File: src/rtl/cw305_ml_pkg.sv
// Shared types and helpers for the CW305 binarized perceptron layer
// (sequencer and register block).
package cw305_ml_pkg;

    typedef enum logic [2:0] {
        IDLE,
        LOAD,
        MAC,
        ACT,
        DONE
    } ml_state_e;

    localparam int ML_INPUTCNT_DEF  = 4;
    localparam int ML_OUTPUTCNT_DEF = 4;
    localparam int ML_BIASW_DEF     = 4;

    // Wide enough for +/-inputcnt plus any bias, so the sum can never wrap.
    function automatic int ml_acc_width(input int inputcnt, input int biasw);
        int cnt_w;
        cnt_w = $clog2(inputcnt + 1) + 1;
        return ((biasw > cnt_w) ? biasw : cnt_w) + 1;
    endfunction

    function automatic int ml_weight_idx(input int neuron, input int inp, input int inputcnt);
        return neuron * inputcnt + inp;
    endfunction

endpackage

File: src/rtl/cw305_ml_mac.sv
// Signed +1/-1/0 accumulator with clear, and a bias-add / sign activation
// that is evaluated combinationally on the current accumulator value.
module cw305_ml_mac
    import cw305_ml_pkg::*;
#(
    parameter int pINPUTCNT = ML_INPUTCNT_DEF,
    parameter int pBIASW    = ML_BIASW_DEF
) (
    input  logic                     clk,
    input  logic                     rst_n,
    input  logic                     clr,
    input  logic                     step,
    input  logic                     in_bit,
    input  logic                     w_bit,
    input  logic signed [pBIASW-1:0] bias,
    output logic                     act_out
);

    localparam int A = ml_acc_width(pINPUTCNT, pBIASW);

    logic signed [A-1:0] acc;
    logic signed [A-1:0] term;
    logic signed [A-1:0] sum;

    // A zero input contributes nothing; otherwise the weight selects +1 or -1.
    always_comb begin
        term = '0;
        if (in_bit) begin
            term = w_bit ? {{(A-1){1'b0}}, 1'b1} : '1;
        end
    end

    assign sum     = acc + A'(bias);
    assign act_out = ~sum[A-1];

    always_ff @(posedge clk or negedge rst_n) begin
        if (!rst_n) begin
            acc <= '0;
        end else if (clr) begin
            acc <= '0;
        end else if (step) begin
            acc <= acc + term;
        end
    end

endmodule

File: src/rtl/cw305_ml_sequencer.sv
// Sequencer for the CW305 binarized perceptron layer: snapshots operands,
// runs one product per clock, applies bias + sign per neuron.
// Optional build macro CW305_ML_TRIGGER_EN enables the registered capture trigger.
module cw305_ml_sequencer
    import cw305_ml_pkg::*;
#(
    parameter int pINPUTCNT  = ML_INPUTCNT_DEF,
    parameter int pOUTPUTCNT = ML_OUTPUTCNT_DEF,
    parameter int pBIASW     = ML_BIASW_DEF
) (
    input  logic                           usb_clk,
    input  logic                           resetn,
    input  logic                           I_start,
    input  logic [pINPUTCNT-1:0]           I_inputs,
    input  logic [pINPUTCNT*pOUTPUTCNT-1:0] I_weights,
    input  logic [pOUTPUTCNT*pBIASW-1:0]   I_bias,
    output logic [pOUTPUTCNT-1:0]          O_outputs,
    output logic                           O_busy,
    output logic                           O_done,
    output logic                           O_trigger
);

    localparam int IW = (pINPUTCNT > 1) ? $clog2(pINPUTCNT) : 1;
    localparam int JW = (pOUTPUTCNT > 1) ? $clog2(pOUTPUTCNT) : 1;
    localparam int WW = pINPUTCNT * pOUTPUTCNT;
    localparam int BW = pOUTPUTCNT * pBIASW;

    ml_state_e state, state_nxt;

    logic [IW-1:0]         i_q;
    logic [JW-1:0]         j_q;
    logic [pINPUTCNT-1:0]  in_sh;
    logic [WW-1:0]         w_sh;
    logic [BW-1:0]         b_sh;
    logic [pOUTPUTCNT-1:0] res_q;
    logic [pOUTPUTCNT-1:0] res_nxt;
    logic [pOUTPUTCNT-1:0] out_q;

    logic                     last_i;
    logic                     last_j;
    logic                     in_bit;
    logic                     w_bit;
    logic signed [pBIASW-1:0] bias_j;
    logic                     mac_clr;
    logic                     mac_step;
    logic                     act_out;

    assign last_i = (i_q == IW'(pINPUTCNT - 1));
    assign last_j = (j_q == JW'(pOUTPUTCNT - 1));

    // Operand selection by shifting keeps the index widths independent of the counters.
    assign in_bit = 1'(in_sh >> i_q);
    assign w_bit  = 1'(w_sh >> ml_weight_idx(int'(j_q), int'(i_q), pINPUTCNT));
    assign bias_j = pBIASW'(b_sh >> (int'(j_q) * pBIASW));

    assign res_nxt = (res_q & ~(pOUTPUTCNT'(1) << j_q)) | (pOUTPUTCNT'(act_out) << j_q);

    always_comb begin
        state_nxt = state;
        mac_clr   = 1'b0;
        mac_step  = 1'b0;
        case (state)
            IDLE: if (I_start) state_nxt = LOAD;
            LOAD: begin
                mac_clr   = 1'b1;
                state_nxt = MAC;
            end
            MAC: begin
                mac_step = 1'b1;
                if (last_i) state_nxt = ACT;
            end
            ACT: begin
                mac_clr   = 1'b1;
                state_nxt = last_j ? DONE : MAC;
            end
            DONE:    state_nxt = IDLE;
            default: state_nxt = IDLE;
        endcase
    end

    always_ff @(posedge usb_clk or negedge resetn) begin
        if (!resetn) begin
            state <= IDLE;
        end else begin
            state <= state_nxt;
        end
    end

    // Shadow operands, counters and result; O_outputs only changes on entry to DONE.
    always_ff @(posedge usb_clk or negedge resetn) begin
        if (!resetn) begin
            in_sh <= '0;
            w_sh  <= '0;
            b_sh  <= '0;
            i_q   <= '0;
            j_q   <= '0;
            res_q <= '0;
            out_q <= '0;
        end else begin
            case (state)
                LOAD: begin
                    in_sh <= I_inputs;
                    w_sh  <= I_weights;
                    b_sh  <= I_bias;
                    i_q   <= '0;
                    j_q   <= '0;
                    res_q <= '0;
                end
                MAC: i_q <= i_q + IW'(1);
                ACT: begin
                    i_q   <= '0;
                    res_q <= res_nxt;
                    if (last_j) begin
                        out_q <= res_nxt;
                    end else begin
                        j_q <= j_q + JW'(1);
                    end
                end
                default: ;
            endcase
        end
    end

    cw305_ml_mac #(
        .pINPUTCNT (pINPUTCNT),
        .pBIASW    (pBIASW)
    ) u_mac (
        .clk     (usb_clk),
        .rst_n   (resetn),
        .clr     (mac_clr),
        .step    (mac_step),
        .in_bit  (in_bit),
        .w_bit   (w_bit),
        .bias    (bias_j),
        .act_out (act_out)
    );

`ifdef CW305_ML_TRIGGER_EN
    logic trig_q;

    // High from the first MAC through the last ACT of the run.
    always_ff @(posedge usb_clk or negedge resetn) begin
        if (!resetn) begin
            trig_q <= 1'b0;
        end else if (state == LOAD) begin
            trig_q <= 1'b1;
        end else if (state == ACT && last_j) begin
            trig_q <= 1'b0;
        end
    end

    assign O_trigger = trig_q;
`else
    assign O_trigger = 1'b0;
`endif

    assign O_busy    = (state != IDLE);
    assign O_done    = (state == DONE);
    assign O_outputs = out_q;

endmodule

File: config.mk
export PLATFORM = sky130hd
export DESIGN_NAME = cw305_ml_sequencer
export DESIGN_NICKNAME = d
export VERILOG_FILES = /design/src/rtl/cw305_ml_pkg.sv /design/src/rtl/cw305_ml_mac.sv /design/src/rtl/cw305_ml_sequencer.sv
export SDC_FILE = /design/constraint.sdc
export NUM_CORES = 1
export LEC_CHECK = 0
export BUFFER_PORTS_ARGS = -buffer_cell sky130_fd_sc_hd__buf_2
export CORE_ASPECT_RATIO = 2
export CORE_MARGIN = 5
export CORE_UTILIZATION = 45
export CTS_BUF_LIST = sky130_fd_sc_hd__clkbuf_4
export CTS_CLUSTER_SIZE = 16
export DETAILED_ROUTE_END_ITERATION = 10
export MAX_ROUTING_LAYER = met4
export PLACE_DENSITY = 0.74
export SYNTH_ARGS = -nofsm -noshare
export SYNTH_HDL_FRONTEND = slang
export SYNTH_HIERARCHICAL = 1
export SYNTH_SLANG_ARGS = --single-unit
File: constraint.sdc
create_clock -name usb_clk -period 7.8 [get_ports usb_clk]
set_clock_uncertainty 0.2 [all_clocks]
set_input_delay 0.39 -clock usb_clk [delete_from_list [all_inputs] [get_ports usb_clk]]
set_output_delay 0.39 -clock usb_clk [all_outputs]
set_load 0.03 [all_outputs]
==> reports/results.ini, run 1 <==
[sta]
max_freq_ghz = 0.333
hold_viol = 0
fin_crit_sh = 0.385
rsz0062_at_grt = no
drv_slew = 0
worstMarginPinSlew_ps = 716
fin_ws_ps = 4790
setup_viol = 0
relSlewSlack = 0.523
fin_setup_tns_ps = 0
min_period_ps = 3010

[synthesis]
synthArstFlopShare = 1.00
yosys.cell_types.count = 39
yosys.area_share.simple = 0.0745
synth_fp_nets = 254
ys_seq_area_frac = 0.479
yosys-top-cells-area = dfrtp_1, mux2_4, mux2_2
ys.flop_type = dfrtp_1
synth_top_family_by_area = multiplexers
synth.cell_area_mm2 = 0.00287
syn_inst = 204
synth-adder-area-share = 0.0479
ys_ff_latch = 55
synth_compound_area_frac = 0.0575
yosysMostFrequentCell = dfrtp_1
synth_mux_area_frac = 0.273
synth_area_per_cell_um2 = 14.1
synth_edf_count = 0
yosys_warnings = 6
netlist.area_leader.share = 0.479
yosys.area_share.xor_xnor = 0.0122
synthTopCellsByCount = dfrtp_1, mux2_4, mux2_2
yosysTopAreaCell = dfrtp_1

[die]
core_area_mm2 = 0.00626
dieArea_mm2 = 0.00818
io_pins = 46
rows = 41
chipWidth_um = 66.5
die_height_um = 123
initial_core_util = 0.459

[critical_path]
r2r_cells = 10
start_kind = flip-flop
crit_end = u_mac/acc[4]
critical-path-max-stage-delay_ps = 620
required_ps = 7900
cp_slowest_cell = mux4_1
path_depth = 10
crit_buf_inv = 0
path_cells = mux4_1, mux2i_1, mux2i_1, nor2b_4, xor2_1, ha_1, a31oi_1, o32ai_1, xnor2_1, nor2_1
end_kind = flip-flop
r2r_end = u_mac/acc[4]
r2r_slack_ps = 4790
critical_path_class = flip-flop to flip-flop
r2r-start = i_q[0]
path_delay_family = multiplexers
cp_max_fo = 8
startpoint = i_q[0]
cp_common_cell = mux2i_1
crit_arrival_ps = 3110

[placed_design]
hpwl_mm = 3.99
place.gp.congestion = 0.833
post-place-ws_ps = 4830
port_buffers = 44

[global_routing]
grt_pass1_vias = 1836
grt_pass1_wl_mm = 8.66
grt.total_usage = 0.147
antenna_found_initial = 1
grt_max_degree = 56
grt_overflow_total = 0

[power_and_ir_drop]
ir_worst_vdd_mv = 0.202
p_leak_nw = 1.56
power_frac_comb = 0.475
p_int_uw = 882
p_clk_frac = 0.137
switchingPower_uw = 493
seqPwrFrac = 0.388
cellPowerDensity_mw_per_mm2 = 418
swShare = 0.359

[clock_network]
cts_setup_buffers = 0
numClockSinks = 55
cts_buffer_depth = 2
htree_levels = 2
cts_buffers = 5
cts.clk_slew.worst_paths_ps = 150
root_buffer = clkbuf_4
clock_latency_ps = 390
cts_tree = done

[finish]
syn2layout_area_growth_pct = 14.6
nNetsFinal = 306
multi_input_area_mm2 = 0.00134
fillCellCount = 571
seq_area_mm2 = 0.00138
drive_gt1_frac = 0.389

[drt]
wirelength_mm = 5.40
drtAntennaViolNets = 0
avgViaCountPerCell = 5.10
wl_per_cell_um = 15.7
first_pass_iters = 4
drc = 0
vias = 1755
drt_iter0_markers = 26

[flow_run]
drv_cap = 0

[run_status]
status = complete, no violations

[min_path]
hp-class = primary input to flip-flop

cells in the final DEF (no fill, tap or decap), types with 5 or more instances in the layout:
master,n
dlygate4sd3_1,10
nand2_1,14
nor2_1,7
dfrtp_1,55
ha_1,11
mux2_2,17
mux4_1,5
o21ai_0,11
buf_2,44
mux2_4,20
inv_1,8
mux2i_1,7
clkbuf_4,5
power by group through the flow:
stage	Sequential [mW]	Clock, mW	Combinational (mW)
finish	0.533	0.189	0.653
global route	0.551	0.204	0.724
CTS	0.535	0.194	0.655
detailed placement	0.541	0	0.653
global placement	0.535	0	0.629
floorplan	0.491	0	0.605
stage by stage:
step / hold slack [ps] / utilization / total power [mW] / instances / instance area [um^2]
4_1_cts: 1.22 / 0.511 / 1.38 / 334 / 3200
3_3_place_gp: 262 / 0.493 / 1.16 / 325 / 3080
3_5_place_dp: 266 / 0.493 / 1.19 / 325 / 3080
2_1_floorplan: -106 / - / 1.10 / 204 / 2870
5_1_grt: 7.19 / 0.526 / 1.48 / 344 / 3290
6_report: 17.7 / 0.526 / 1.37 / 344 / 3290
worst min-delay path by stage:
stage | from | to | slack [ps] | cells after the start
6_report | I_inputs[2] | in_sh[2] | 20 | 2
5_1_grt | I_weights[14] | w_sh[14] | 7 | 2
4_1_cts | I_bias[6] | b_sh[6] | 1 | 2
3_5_place_dp | O_outputs[2] | O_outputs[2] | 270 | 2
3_3_place_gp | O_outputs[2] | O_outputs[2] | 260 | 2
2_1_floorplan | resetn | O_outputs[0] | -110 | 0
what timing repair did:
action / in CTS / in global routing
gates resized for setup: 0 / 0
hold buffers: 1 / 9
endpoints found under the hold margin: 55 / 9
cell type report:
type | count | share of cell area
sequential | 55 | 0.418
multi-input combinational | 130 | 0.407
timing repair buffer | 55 | 0.0996
tap | 86 | 0.0327
clock inverter | 3 | 0.0205
clock buffer | 5 | 0.0114
inverter | 9 | 0.0103
antenna | 1 | 0.000760
registers in the layout, summed over array words and instances (netlist names):
register	count
O_outputs	4
b_sh	16
res_q	3
in_sh	4
w_sh	16
j_q	2
i_q	2
state	3
u_mac/acc	5
per-layer routing:
layer	global-route usage	part of all wire
met2	0.271	0.58
met3	0.0191	0.031
met4	0.0725	0.024
met5	-	0
met1	0.146	0.36
worst reg2reg max path, stage by stage, from the launching register on:
cell and delay (ps):
dfrtp_1 550, mux4_1 620, mux2i_1 140, mux2i_1 140, nor2b_4 230, xor2_1 180, ha_1 240, a31oi_1 110
o32ai_1 290, xnor2_1 170, nor2_1 50
cells by family (layout without fill, tap and decap cells):
logic type	Yosys count	after routing
flip-flops	55	55
multiplexers	53	53
AND/OR/NAND/NOR	35	35
AO/OA/AOI/OAI	26	26
buffers and inverters	19	72
adder cells (fa/ha/maj)	11	11
XOR/XNOR	4	4
other	1	2
(Power assumes the default switching activity.)
==> run 2, diff against run 1 <==
--- a/config.mk
+++ b/config.mk
@@ -13,7 +13,7 @@
 export CTS_CLUSTER_SIZE = 16
 export DETAILED_ROUTE_END_ITERATION = 10
 export MAX_ROUTING_LAYER = met4
-export PLACE_DENSITY = 0.74
+export PLACE_DENSITY = 0.76
 export SYNTH_ARGS = -nofsm -noshare
 export SYNTH_HDL_FRONTEND = slang
 export SYNTH_HIERARCHICAL = 1
==> constraint.sdc (replaced) <==
create_clock -name usb_clk -period 2.65 [get_ports usb_clk]
set_clock_uncertainty 0.2 [all_clocks]
set_input_delay 0.1325 -clock usb_clk [delete_from_list [all_inputs] [get_ports usb_clk]]
set_output_delay 0.1325 -clock usb_clk [all_outputs]
set_load 0.03 [all_outputs]
==> run 2 against run 1 <==
  * The flow now finishes with violations (setup timing)
  * Non-clock buffer count increased by 46
  * Final cell count rose by 13%
  * Highest routed layer unchanged
  * Sequential power rose to 3.0 times the previous value
==> reports/results.ini, run 2 (synthesis gave the netlist of run 1 again) <==
[clock_network]
numClockSinks = 55  ; unchanged
htree_levels = 2  ; unchanged
cts_buffer_depth = 2  ; unchanged
root_buffer = clkbuf_4
clock_latency_ps = 400  ; about the same
cts_buffers = 5  ; unchanged
cts_tree = done
cts.clk_slew.worst_paths_ps = 180  ; +30 ps

[die]
chipWidth_um = 66.5  ; unchanged
io_pins = 46  ; unchanged
dieArea_mm2 = 0.00818  ; unchanged
rows = 41  ; unchanged
core_area_mm2 = 0.00626  ; unchanged
initial_core_util = 0.459  ; unchanged
die_height_um = 123  ; unchanged

[critical_path]
required_ps = 2760  ; -5140 ps
crit_arrival_ps = 2840  ; -270 ps
r2r_slack_ps = -70  ; -4870 ps
cp_max_fo = 5  ; -3
critical_path_class = flip-flop to flip-flop
start_kind = flip-flop
end_kind = flip-flop

[power_and_ir_drop]
p_leak_nw = 1.74  ; +11%
power_mw = 4.52  ; +230%
seqPwrFrac = 0.350  ; -0.038
cellPowerDensity_mw_per_mm2 = 1210  ; +190%
power_frac_comb = 0.558  ; +0.083
ir_worst_vdd_mv = 0.697  ; +250%
switchingPower_mw = 1.69  ; +240%
p_int_mw = 2.83  ; +220%
swShare = 0.373  ; +0.0146
p_clk_frac = 0.092  ; -0.045

[drt]
drt_iter0_markers = 57  ; +120%
drtAntennaViolNets = 0  ; unchanged
wl_per_cell_um = 16.0  ; +2.1%
wirelength_mm = 6.25  ; +16%
vias = 2026  ; +15%
avgViaCountPerCell = 5.19  ; +1.8%
drc = 0  ; unchanged
first_pass_iters = 4  ; unchanged

[finish]
final_common_cell = dfrtp_1
multi_input_area_mm2 = 0.00138  ; +2.9%
syn2layout_area_growth_pct = 29.9
reg.largest.list = b_sh x16, w_sh x16, u_mac/acc x5
instances_no_fill = 390  ; +13%
seq_area_mm2 = 0.00138  ; about the same
mostFrequentLayoutCells = dfrtp_1, buf_2, dlygate4sd3_1, mux2_4, mux2_2
fillCellCount = 517  ; -9.5%
drive_gt1_frac = 0.432  ; +0.0432
nNetsFinal = 352  ; +15%

[flow_run]
drv_cap = 0  ; unchanged

[sta]
setup_viol = 3  ; +3
fin_setup_tns_ps = -140  ; -140 ps
fin_crit_sh = 1.03  ; +0.642
drv_slew = 0  ; unchanged
hold_viol = 0  ; unchanged
fin_ws_ps = -73.8  ; -4870 ps
rsz0062_at_grt = yes
max_freq_ghz = 0.367  ; +10%
min_period_ps = 2720  ; -283 ps

[global_routing]
grt_pass1_wl_mm = 10.5  ; +21%
grt_pass1_vias = 2192  ; +19%
grt.total_usage = 0.177  ; +0.0308
antenna_found_initial = 1  ; unchanged
grt_overflow_total = 0  ; unchanged
grt_max_degree = 37  ; -34%

[run_status]
status = finished with violations
violations = setup timing

[min_path]
hp-class = primary input to asynchronous set/reset pin

[placed_design]
port_buffers = 44  ; unchanged
place_inst = 336  ; +3.4%
hpwl_mm = 4.35  ; +9.3%
place.gp.congestion = 0.844  ; +1.3%
post-place-ws_ps = -188  ; -5020 ps

-- run 2: cell type report --
type / instances / share of cell area
clock inverters: 3 / 0.00771
diodes: 1 / 0.000671
inverters: 9 / 0.00905
flip-flops and latches: 55 / 0.369
clock buffers: 5 / 0.0101
repair buffers: 101 / 0.205
well taps: 86 / 0.0288
multi-input cells: 130 / 0.369
-- run 2: final timing paths --
kind | start | to | cells after the start
worst max register to register | i_q[0] | u_mac/acc[4] | 10
worst min register to register | O_outputs[2] | O_outputs[2] | 2
min in group usb_clk | I_weights[12] | w_sh[12] | 3
max in group asynchronous | resetn | b_sh[2] | 3
worst min-delay path | resetn | O_outputs[1] | 3
worst max-delay path | i_q[0] | u_mac/acc[4] | 10
-- run 2: power by group through the flow --
stage	logic, mW	registers [mW]	clock network (mW)
after global placement	2.08	1.56	0
after floorplan	1.79	1.45	0
final	2.52	1.58	0.416
after global routing	2.74	1.63	0.450
after detailed placement	2.18	1.59	0
after CTS	2.31	1.57	0.422
-- run 2: routing by layer --
| metal | global-route usage | vias up | wire [um] |
|---|---|---|---|
| li1 | - | 934 | - |
| met1 | 0.188 | 1015 | 2280 |
| met2 | 0.312 | 54 | 3540 |
| met3 | 0.0227 | 23 | 181 |
| met4 | 0.0954 | 0 | 252 |
| met5 | - | - | 0 |
-- run 2: worst max-delay path: stages, from the launching register on --
cell and delay, ps:
dfrtp_2 490, mux4_2 530, mux2i_1 200, mux2i_2 130, nor2b_4 130, xor2_1 170, ha_2 230, a31oi_1 100
o32ai_2 250, xnor2_1 150, nor2_1 50
-- run 2: stage by stage --
| stage | hold slack (ps) | area, um^2 | utilization |
|---|---|---|---|
| after global placement | -199 | 3170 | 0.506 |
| final | 91.9 | 3730 | 0.596 |
| after CTS | 42.1 | 3650 | 0.583 |
| after detailed placement | -195 | 3170 | 0.506 |
| after floorplan | -363 | 2860 | - |
| after global routing | 95.4 | 3730 | 0.596 |
-- run 2: what timing repair did --
item | 4_1_cts | 5_1_grt
pin swaps | 3 | 2
buffers inserted | 2 | 4
gates resized for setup | 4 | 10
hold buffers | 39 | 0
hold endpoints to repair | 92 | 0
endpoints found under the setup margin | 7 | 10
